--- src/rtl/ahb_bm_input_stage_pkg.sv ---
// Shared encodings for the bus-matrix input stage: AHB transfer types,
// responses, burst types (also used by the output arbiter) and FSM states.
package ahb_bm_input_stage_pkg;

    typedef enum logic [1:0] {
        HTRANS_IDLE   = 2'b00,
        HTRANS_BUSY   = 2'b01,
        HTRANS_NONSEQ = 2'b10,
        HTRANS_SEQ    = 2'b11
    } htrans_e;

    typedef enum logic {
        HRESP_OKAY  = 1'b0,
        HRESP_ERROR = 1'b1
    } hresp_e;

    typedef enum logic [2:0] {
        HBURST_SINGLE = 3'b000,
        HBURST_INCR   = 3'b001,
        HBURST_WRAP4  = 3'b010,
        HBURST_INCR4  = 3'b011,
        HBURST_WRAP8  = 3'b100,
        HBURST_INCR8  = 3'b101,
        HBURST_WRAP16 = 3'b110,
        HBURST_INCR16 = 3'b111
    } hburst_e;

    // IDLE: nothing outstanding, PEND: address held awaiting accept,
    // DATA: accepted, data phase running at the output stage.
    typedef enum logic [1:0] {
        ST_IDLE = 2'b00,
        ST_PEND = 2'b01,
        ST_DATA = 2'b10
    } bm_state_e;

    // NONSEQ and SEQ are real transfers; IDLE and BUSY are not.
    function automatic logic is_transfer(input logic [1:0] htrans);
        return htrans[1];
    endfunction

endpackage

--- src/rtl/ahb_bm_addr_hold.sv ---
// Address/control hold register for a stalled master, plus the mux that
// forwards either the live master-side signals or the held copy.
module ahb_bm_addr_hold
    import ahb_bm_input_stage_pkg::*;
#(
    parameter int ADDR_WIDTH = 32
) (
    input  logic                  HCLK,
    input  logic                  HRESETn,
    input  logic                  capture_en,
    input  logic                  use_held,
    input  logic                  HSELS,
    input  logic [ADDR_WIDTH-1:0] HADDRS,
    input  logic [1:0]            HTRANSS,
    input  logic                  HWRITES,
    input  logic [2:0]            HSIZES,
    input  logic [2:0]            HBURSTS,
    input  logic [3:0]            HPROTS,
    input  logic                  HMASTLOCKS,
    output logic [ADDR_WIDTH-1:0] HADDRM,
    output logic [1:0]            HTRANSM,
    output logic                  HWRITEM,
    output logic [2:0]            HSIZEM,
    output logic [2:0]            HBURSTM,
    output logic [3:0]            HPROTM,
    output logic                  HMASTLOCKM
);

    logic [ADDR_WIDTH-1:0] held_addr_r;
    logic [1:0]            held_trans_r;
    logic                  held_write_r;
    logic [2:0]            held_size_r;
    logic [2:0]            held_burst_r;
    logic [3:0]            held_prot_r;
    logic                  held_lock_r;

    // Track the master's address phase until a stall freezes the copy.
    always_ff @(posedge HCLK or negedge HRESETn) begin
        if (!HRESETn) begin
            held_addr_r  <= {ADDR_WIDTH{1'b0}};
            held_trans_r <= HTRANS_IDLE;
            held_write_r <= 1'b0;
            held_size_r  <= 3'b000;
            held_burst_r <= 3'b000;
            held_prot_r  <= 4'b0000;
            held_lock_r  <= 1'b0;
        end else if (capture_en) begin
            held_addr_r  <= HADDRS;
            held_trans_r <= HTRANSS;
            held_write_r <= HWRITES;
            held_size_r  <= HSIZES;
            held_burst_r <= HBURSTS;
            held_prot_r  <= HPROTS;
            held_lock_r  <= HMASTLOCKS;
        end else begin
            held_addr_r  <= held_addr_r;
            held_trans_r <= held_trans_r;
            held_write_r <= held_write_r;
            held_size_r  <= held_size_r;
            held_burst_r <= held_burst_r;
            held_prot_r  <= held_prot_r;
            held_lock_r  <= held_lock_r;
        end
    end

    // Replay the held phase while stalled, otherwise pass live signals through.
    always_comb begin
        HADDRM     = HADDRS;
        HTRANSM    = HTRANSS;
        HWRITEM    = HWRITES;
        HSIZEM     = HSIZES;
        HBURSTM    = HBURSTS;
        HPROTM     = HPROTS;
        HMASTLOCKM = HMASTLOCKS;
        if (use_held) begin
            HADDRM     = held_addr_r;
            HTRANSM    = held_trans_r;
            HWRITEM    = held_write_r;
            HSIZEM     = held_size_r;
            HBURSTM    = held_burst_r;
            HPROTM     = held_prot_r;
            HMASTLOCKM = held_lock_r;
        end else if (!HSELS) begin
            HTRANSM = HTRANS_IDLE;
        end else begin
            HTRANSM = HTRANSS;
        end
    end

endmodule

--- src/rtl/ahb_bm_input_stage.sv ---
// Bus-matrix input stage for one master port: raises the transfer request,
// stalls the master while the output stage is busy and replays the held
// address phase once accepted.
module ahb_bm_input_stage
    import ahb_bm_input_stage_pkg::*;
#(
    parameter int ADDR_WIDTH = 32
) (
    input  logic                  HCLK,
    input  logic                  HRESETn,
    input  logic                  HSELS,
    input  logic [ADDR_WIDTH-1:0] HADDRS,
    input  logic [1:0]            HTRANSS,
    input  logic                  HWRITES,
    input  logic [2:0]            HSIZES,
    input  logic [2:0]            HBURSTS,
    input  logic [3:0]            HPROTS,
    input  logic                  HMASTLOCKS,
    input  logic                  HREADYS,
    input  logic                  active_trans,
    input  logic                  HREADYM,
    input  logic                  HRESPM,
    output logic                  trans_pend,
    output logic [ADDR_WIDTH-1:0] HADDRM,
    output logic [1:0]            HTRANSM,
    output logic                  HWRITEM,
    output logic [2:0]            HSIZEM,
    output logic [2:0]            HBURSTM,
    output logic [3:0]            HPROTM,
    output logic                  HMASTLOCKM,
    output logic                  HREADYOUTS,
    output logic                  HRESPS
);

    bm_state_e state_r;
    bm_state_e next_state_s;
    logic      new_s;
    logic      acc_s;
    logic      req_live_s;
    logic      capture_en_s;
    logic      use_held_s;

    assign req_live_s   = HSELS & is_transfer(HTRANSS);
    assign new_s        = req_live_s & HREADYS;
    assign acc_s        = active_trans & HREADYM;
    assign use_held_s   = (state_r == ST_PEND);
    assign capture_en_s = HREADYS & (state_r != ST_PEND);

    // State register with asynchronous return to IDLE.
    always_ff @(posedge HCLK or negedge HRESETn) begin
        if (!HRESETn) begin
            state_r <= ST_IDLE;
        end else begin
            state_r <= next_state_s;
        end
    end

    // Next state: a live transfer accepted in the same cycle skips PEND.
    always_comb begin
        next_state_s = state_r;
        case (state_r)
            ST_IDLE: begin
                if (new_s && acc_s)      next_state_s = ST_DATA;
                else if (new_s)          next_state_s = ST_PEND;
                else                     next_state_s = ST_IDLE;
            end
            ST_PEND: begin
                if (acc_s)               next_state_s = ST_DATA;
                else                     next_state_s = ST_PEND;
            end
            ST_DATA: begin
                if (!HREADYM)            next_state_s = ST_DATA;
                else if (new_s && acc_s) next_state_s = ST_DATA;
                else if (new_s)          next_state_s = ST_PEND;
                else                     next_state_s = ST_IDLE;
            end
            default:                     next_state_s = bm_state_e'(2'bxx);
        endcase
    end

    // Request, ready and response back towards master and arbiters.
    always_comb begin
        trans_pend = req_live_s;
        HREADYOUTS = 1'b1;
        HRESPS     = HRESP_OKAY;
        case (state_r)
            ST_IDLE: begin
                trans_pend = req_live_s;
                HREADYOUTS = 1'b1;
                HRESPS     = HRESP_OKAY;
            end
            ST_PEND: begin
                trans_pend = 1'b1;
                HREADYOUTS = 1'b0;
                HRESPS     = HRESP_OKAY;
            end
            ST_DATA: begin
                trans_pend = req_live_s;
                HREADYOUTS = HREADYM;
                HRESPS     = HRESPM;
            end
            default: begin
                trans_pend = 1'bx;
                HREADYOUTS = 1'bx;
                HRESPS     = 1'bx;
            end
        endcase
    end

    ahb_bm_addr_hold #(
        .ADDR_WIDTH (ADDR_WIDTH)
    ) u_hold (
        .HCLK       (HCLK),
        .HRESETn    (HRESETn),
        .capture_en (capture_en_s),
        .use_held   (use_held_s),
        .HSELS      (HSELS),
        .HADDRS     (HADDRS),
        .HTRANSS    (HTRANSS),
        .HWRITES    (HWRITES),
        .HSIZES     (HSIZES),
        .HBURSTS    (HBURSTS),
        .HPROTS     (HPROTS),
        .HMASTLOCKS (HMASTLOCKS),
        .HADDRM     (HADDRM),
        .HTRANSM    (HTRANSM),
        .HWRITEM    (HWRITEM),
        .HSIZEM     (HSIZEM),
        .HBURSTM    (HBURSTM),
        .HPROTM     (HPROTM),
        .HMASTLOCKM (HMASTLOCKM)
    );

endmodule
--- config.mk ---
export PLATFORM = sky130hd
export DESIGN_NAME = ahb_bm_input_stage
export DESIGN_NICKNAME = d
export VERILOG_FILES = /design/src/rtl/ahb_bm_input_stage_pkg.sv /design/src/rtl/ahb_bm_addr_hold.sv /design/src/rtl/ahb_bm_input_stage.sv
export SDC_FILE = /design/constraint.sdc
export NUM_CORES = 1
export LEC_CHECK = 0
export CAP_MARGIN = 20
export CORE_MARGIN = 1
export CORE_UTILIZATION = 40
export CTS_CLUSTER_DIAMETER = 60
export DETAILED_ROUTE_END_ITERATION = 6
export PLACE_DENSITY = 0.8
export SETUP_SLACK_MARGIN = 0.4
export SLEW_MARGIN = 25
export SYNTH_ARGS = -nofsm -noshare
export SYNTH_HDL_FRONTEND = slang
export SYNTH_SLANG_ARGS = --single-unit
--- constraint.sdc ---
create_clock -name HCLK -period 1.75 [get_ports HCLK]
set_input_delay 0.35 -clock HCLK [delete_from_list [all_inputs] [get_ports HCLK]]
set_output_delay 0.35 -clock HCLK [all_outputs]
set_load 0.005 [all_outputs]
# == Yosys cells after proc, flatten, opt, wreduce, memory -nomap -nowiden ==
# Cells that the tools add are included.
# totals
n_memories,0
reg_bits,48
ram_bits,0
in_bits,53
output_inout_bits,49
mem_bits_ro,0
latchBits,0
wordCells,35
# classes
reduce_logical,4
n_shift,0
n_eq_ne,3
mux,16
n_lt_le_gt_ge,0
addsub,0
n_div,0
n_bitwise,4
n_mul,0
# ops
op,n
2-to-1 mux 32 bit,1
2-to-1 mux 2 bit,5
2-to-1 mux 3 bit,2
one-hot mux 2 bit (3 select lines),1
AND 1 bit,4
2-to-1 mux 4 bit,1
one-hot mux 1 bit (2 select lines),2
OR reduction 2 bit,2
2-to-1 mux 1 bit,3
one-hot mux 1 bit (3 select lines),1
"== test 2 x 1 -> 1 bit, second input constant",1
"== test 2 bit, second input constant",1
logical NOT 2 bit,1
"!= test 2 x 1 -> 1 bit, second input constant",1
logical AND 1 bit,1

# == Longest topological paths before layout ==
# depth
word_depth,6
mapped_depth,7
ltp_nobuf,5

# == Hierarchy ==
# A second synthesis with hierarchy kept.
# hier_totals
hier_cells,172
hier_area_um2,2748.9
# by_module_without_submodules
module,seq_area_each_um2,area_each_um2,instances,cells_per_inst
ahb_bm_addr_hold,1151.1,2549.9,1,149
ahb_bm_input_stage,50.0,198.9,1,23

# == Worst setup path before layout ==
# Ideal clock, no wire load.
# synth_timing
path_kind,register to output
from,register state_r[1]
to,output port HADDRM[0]
arrival_time_ps,1227
required_time_ps,1400
path_slack_ps,173
stages_incl_launch_ff,6
cell_sequence,dfrtp_1 > inv_1 > ha_1 > buf_6 > buf_2 > mux2_2
# synth_via
elab_chain_cells,2
# synth_lines
item,line_no,text
"start, declared",ahb_bm_input_stage.sv:35,bm_state_e state_r;
"start signal, assigned",ahb_bm_input_stage.sv:54,state_r <= next_state_s;
== test 2 x 1 -> 1 bit,ahb_bm_input_stage.sv:46,assign use_held_s = (state_r == ST_PEND);
2-to-1 mux 32 bit,ahb_bm_addr_hold.sv:75,if (use_held) begin
"end, declared",ahb_bm_input_stage.sv:24,"output logic [ADDR_WIDTH-1:0] HADDRM,"
# Every way passes these cells.

# == Worst setup path in the final report ==
# layout_timing
from,register state_r[0]
to,output port HADDRM[18]
# Same word-level chain as after synthesis.

==> results.txt <==
The number of register bits inferred by synthesis came out at 48. The worst-path cell with the longest stage delay is sky130_fd_sc_hd__dfrtp_1. The count of vias placed by the detailed router is 1945. The count of maximum capacitance violations came out at 0.

The die covers 0.00687 mm². Of the available clock period, the critical path in the final layout requires 1.19. The number of max-slew violations in the final report was 0. The share of the Yosys chip area taken by registers is 0.459.

The number of different library cells used by synthesis comes to 16. The achievable clock frequency came out at 0.480 GHz. The core region area came out at 0.00635 mm². The arrival time at the worst endpoint is 1.73 ns. The overall overflow remaining after global route came out at 0. The path class of the tightest hold or removal check is input pin to asynchronous set/reset pin. The worst setup path is of the flop to output port kind.

The share of synthesized area in the top cell type comes to 0.459. The number of nets produced by synthesis is 231. The overall fraction of global-route tracks in use came out at 0.186. Setup violations remaining at the end of the flow were counted as 94.

The worst clock skew came out at 0.00324 ns. Summed over all cells, the static leakage comes to 2.18 nW. The floorplan die height came out at 82.9 µm.

For this configuration, the core starts out at a cell density of 0.412. The worst setup path is launched from a flop. The final worst slack came out at -0.334 ns. The run finished, with violations left. Averaged over all synthesized cells, the footprint is 15.0 µm². sky130_fd_sc_hd__dfrtp_1 takes more of the synthesized area than any other cell. The buffer depth of the longest clock path is 2. The count of boundary I/O pins came out at 102. The number of cells in the design after placement is 371. The clock latency on the worst-skew pair came out at 0.29 ns.

The power consumption came out at 2.71 mW. The worst-case IR drop observed on VDD is 416 µV. At the pin with the least slew margin, the transition time is 0.614 ns.

The antenna diode count is 0. The level count of the clock H-tree came out at 2. The most frequently used cell type in the post-synthesis netlist is sky130_fd_sc_hd__mux2_2. The commonest cells after synthesis are sky130_fd_sc_hd__mux2_2, sky130_fd_sc_hd__dfrtp_1, sky130_fd_sc_hd__mux2_4. The number of cells in the finished layout apart from fillers is 402.

STA classifies the critical path endpoint as an output port. The wire length per cell after detailed routing is 15.6 µm. The half-perimeter wire length after detailed placement came out at 3900 µm. The number of detailed-route iterations in the first pass is 6. Ranked by total cell area, the synthesized netlist is headed by sky130_fd_sc_hd__dfrtp_1, sky130_fd_sc_hd__mux2_4, sky130_fd_sc_hd__mux2_2. The setup TNS is -27.27 ns.

The final wirelength is 6270 µm. Counting every sink on the clock net gives 48. The number of rows created at floorplan is 29.

The checks that failed: negative setup slack. Setup repair after global routing could not meet its margin everywhere. The via count of the first global-routing pass came out at 2037. The synthesized design contains 0 enable-type register cells. For this run, the leading register cell type out of synthesis is sky130_fd_sc_hd__dfrtp_1. The worst endpoint required time is 1.40 ns. The count of input and output buffers came out at 101. The hold violation total from the final report came to 0.

In the routed layout, each cell is associated on average with a via count of 4.84. The number of warning messages in the yosys log came out at 0. The critical path goes through ha_4 > buf_12 > buf_12 > buf_8 > mux2_4 > buf_6. After filler insertion, the fill cell instance count of the layout stands at 426. The share of cells above drive strength 1 came out at 0.649. The synthesized netlist occupies a cell area of 0.00262 mm². The setup slack after placement is -0.321 ns.

The worst hold slack after final layout is 0.143 ns. Synthesis produced a netlist whose cell count is 175. The clock transition time at the flip-flop clock pins of the worst setup and hold paths is 0.08 ns. The largest stage delay on the critical path came out at 0.43 ns. TritonCTS built the clock tree.

The area overhead of the layout relative to synthesis is 75.3%. The maximum fanout count along the critical path is 7. The net count of the finished layout came out at 380. After the first detailed-routing iteration, the DRC count stood at 27. For this design the ratio of total power to cell area is 591 mW/mm². From left edge to right edge, the die measures 82.9 µm. The tree is rooted in a sky130_fd_sc_hd__clkbuf_8. For this run, asynchronously set or reset flops after synthesis account for 1.00. The first global-routing pass estimated 10200 µm of wire. The clock period minus worst slack is 2.08 ns. Among the stages of the critical path, the cell type that occurs most often is sky130_fd_sc_hd__buf_12.

The pin count of the biggest net entering global routing is 49. The TritonCTS buffer count came out at 5. The worst pin sits at a relative slew slack of 0.590. For this run, design rule violations remaining after detail routing come to 0.

The initial antenna violation count is 0. The count of nets left with antenna violations after detail routing is 0. The routability-driven placement congestion ratio came out at 0.682.
[worst max-delay path: cells and delay by family (launching register included)]
family	cells	cell delay [ns]
fa+ha+maj	1	0.19
buf+inv	4	0.50
flops	1	0.43
mux	1	0.31
[layout by cell type (no fill, tap or decap)]
master	Yosys	layout
sky130_fd_sc_hd__nand2b_4	1	1
sky130_fd_sc_hd__buf_6	6	44
sky130_fd_sc_hd__mux2_4	40	78
sky130_fd_sc_hd__nand2_1	7	4
sky130_fd_sc_hd__clkdlybuf4s50_1	0	51
sky130_fd_sc_hd__o21ai_2	0	4
sky130_fd_sc_hd__inv_2	0	2
sky130_fd_sc_hd__clkbuf_8	0	6
sky130_fd_sc_hd__and2_1	1	1
sky130_fd_sc_hd__mux2_2	50	12
sky130_fd_sc_hd__buf_16	0	4
sky130_fd_sc_hd__o221a_4	0	1
sky130_fd_sc_hd__nand3_1	1	1
sky130_fd_sc_hd__buf_12	0	9
sky130_fd_sc_hd__ha_4	0	3
sky130_fd_sc_hd__nand2_2	0	3
sky130_fd_sc_hd__o21ai_1	0	1
sky130_fd_sc_hd__inv_1	4	2
sky130_fd_sc_hd__clkbuf_1	0	2
sky130_fd_sc_hd__dfrtp_1	48	48
sky130_fd_sc_hd__a32o_1	1	1
sky130_fd_sc_hd__dlymetal6s2s_1	0	1
sky130_fd_sc_hd__buf_4	0	27
sky130_fd_sc_hd__buf_2	5	12
sky130_fd_sc_hd__buf_8	0	3
sky130_fd_sc_hd__clkbuf_16	0	2
sky130_fd_sc_hd__o22ai_1	1	1
sky130_fd_sc_hd__a21oi_1	1	1
[repair_timing]
item	in CTS	in global routing
resized for setup	286	13
cloned	4	2
endpoints found under the hold margin	0	0
setup endpoints to repair	96	97
setup buffers	15	2
pin swaps	6	4
hold buffers	0	0
[metal layers]
metal	vias to the layer above	track usage	routed length, µm
li1	929	-	-
met1	949	0.244	2730
met2	60	0.304	3100
met3	7	0.0517	355
met4	0	0.0486	87
met5	-	0	0
[cell type report]
cell class,instances,area (µm²),area share
Clock buffer,8,90.1,0.0196
Inverter,4,15.0,0.00327
Multi-Input combinational cell,112,1520,0.331
Sequential cell,48,1200,0.262
Tap cell,77,96.3,0.0210
Timing Repair Buffer,153,1670,0.363
[registers in the layout (all words and copies together) (netlist names)]
| signal | flops |
|---|---|
| u_hold.held_addr_r | 32 |
| u_hold.held_prot_r | 4 |
| u_hold.held_burst_r | 3 |
| u_hold.held_size_r | 3 |
| state_r | 2 |
| u_hold.held_trans_r | 2 |
| u_hold.held_lock_r | 1 |
| u_hold.held_write_r | 1 |
[worst paths after layout]
| path | to | cells past startpoint | from | slack, ns |
|---|---|---|---|---|
| max | HADDRM[18] | 6 | state_r[0] | -0.33 |
| min | u_hold.held_size_r[1] | 2 | HRESETn | 0.14 |
| max reg2reg | u_hold.held_addr_r[23] | 9 | state_r[0] | -0.32 |
| min reg2reg | u_hold.held_addr_r[28] | 1 | u_hold.held_addr_r[28] | 0.51 |
| max in group asynchronous | u_hold.held_addr_r[10] | 2 | HRESETn | 1.19 |
| min in group HCLK | u_hold.held_addr_r[28] | 1 | u_hold.held_addr_r[28] | 0.51 |
[kinds of logic after synthesis]
family,count (synthesis),share of synthesized area
AO/OA/AOI/OAI,9,0.0220
multiplexers,90,0.444
AND/OR/NAND/NOR,10,0.0196
buffers and inverters,15,0.0411
adder cells (fa/ha/maj),3,0.0143
flip-flops,48,0.459
[through the flow]
stage / utilization / cell area (µm²)
after CTS: 0.704 / 4470
after global routing: 0.723 / 4590
after global placement: 0.618 / 3920
after detailed placement: 0.618 / 3920
final: 0.723 / 4590
after floorplan: - / 2670
[where the power goes]
| part | switching [mW] | internal, mW | leakage, nW | total (mW) |
|---|---|---|---|---|
| Clock | 0.345 | 0.323 | 0.0455 | 0.667 |
| Combinational | 0.218 | 0.535 | 1.57 | 0.753 |
| Sequential | 0.0683 | 1.22 | 0.566 | 1.29 |
Power figures use the tool's default switching activity.
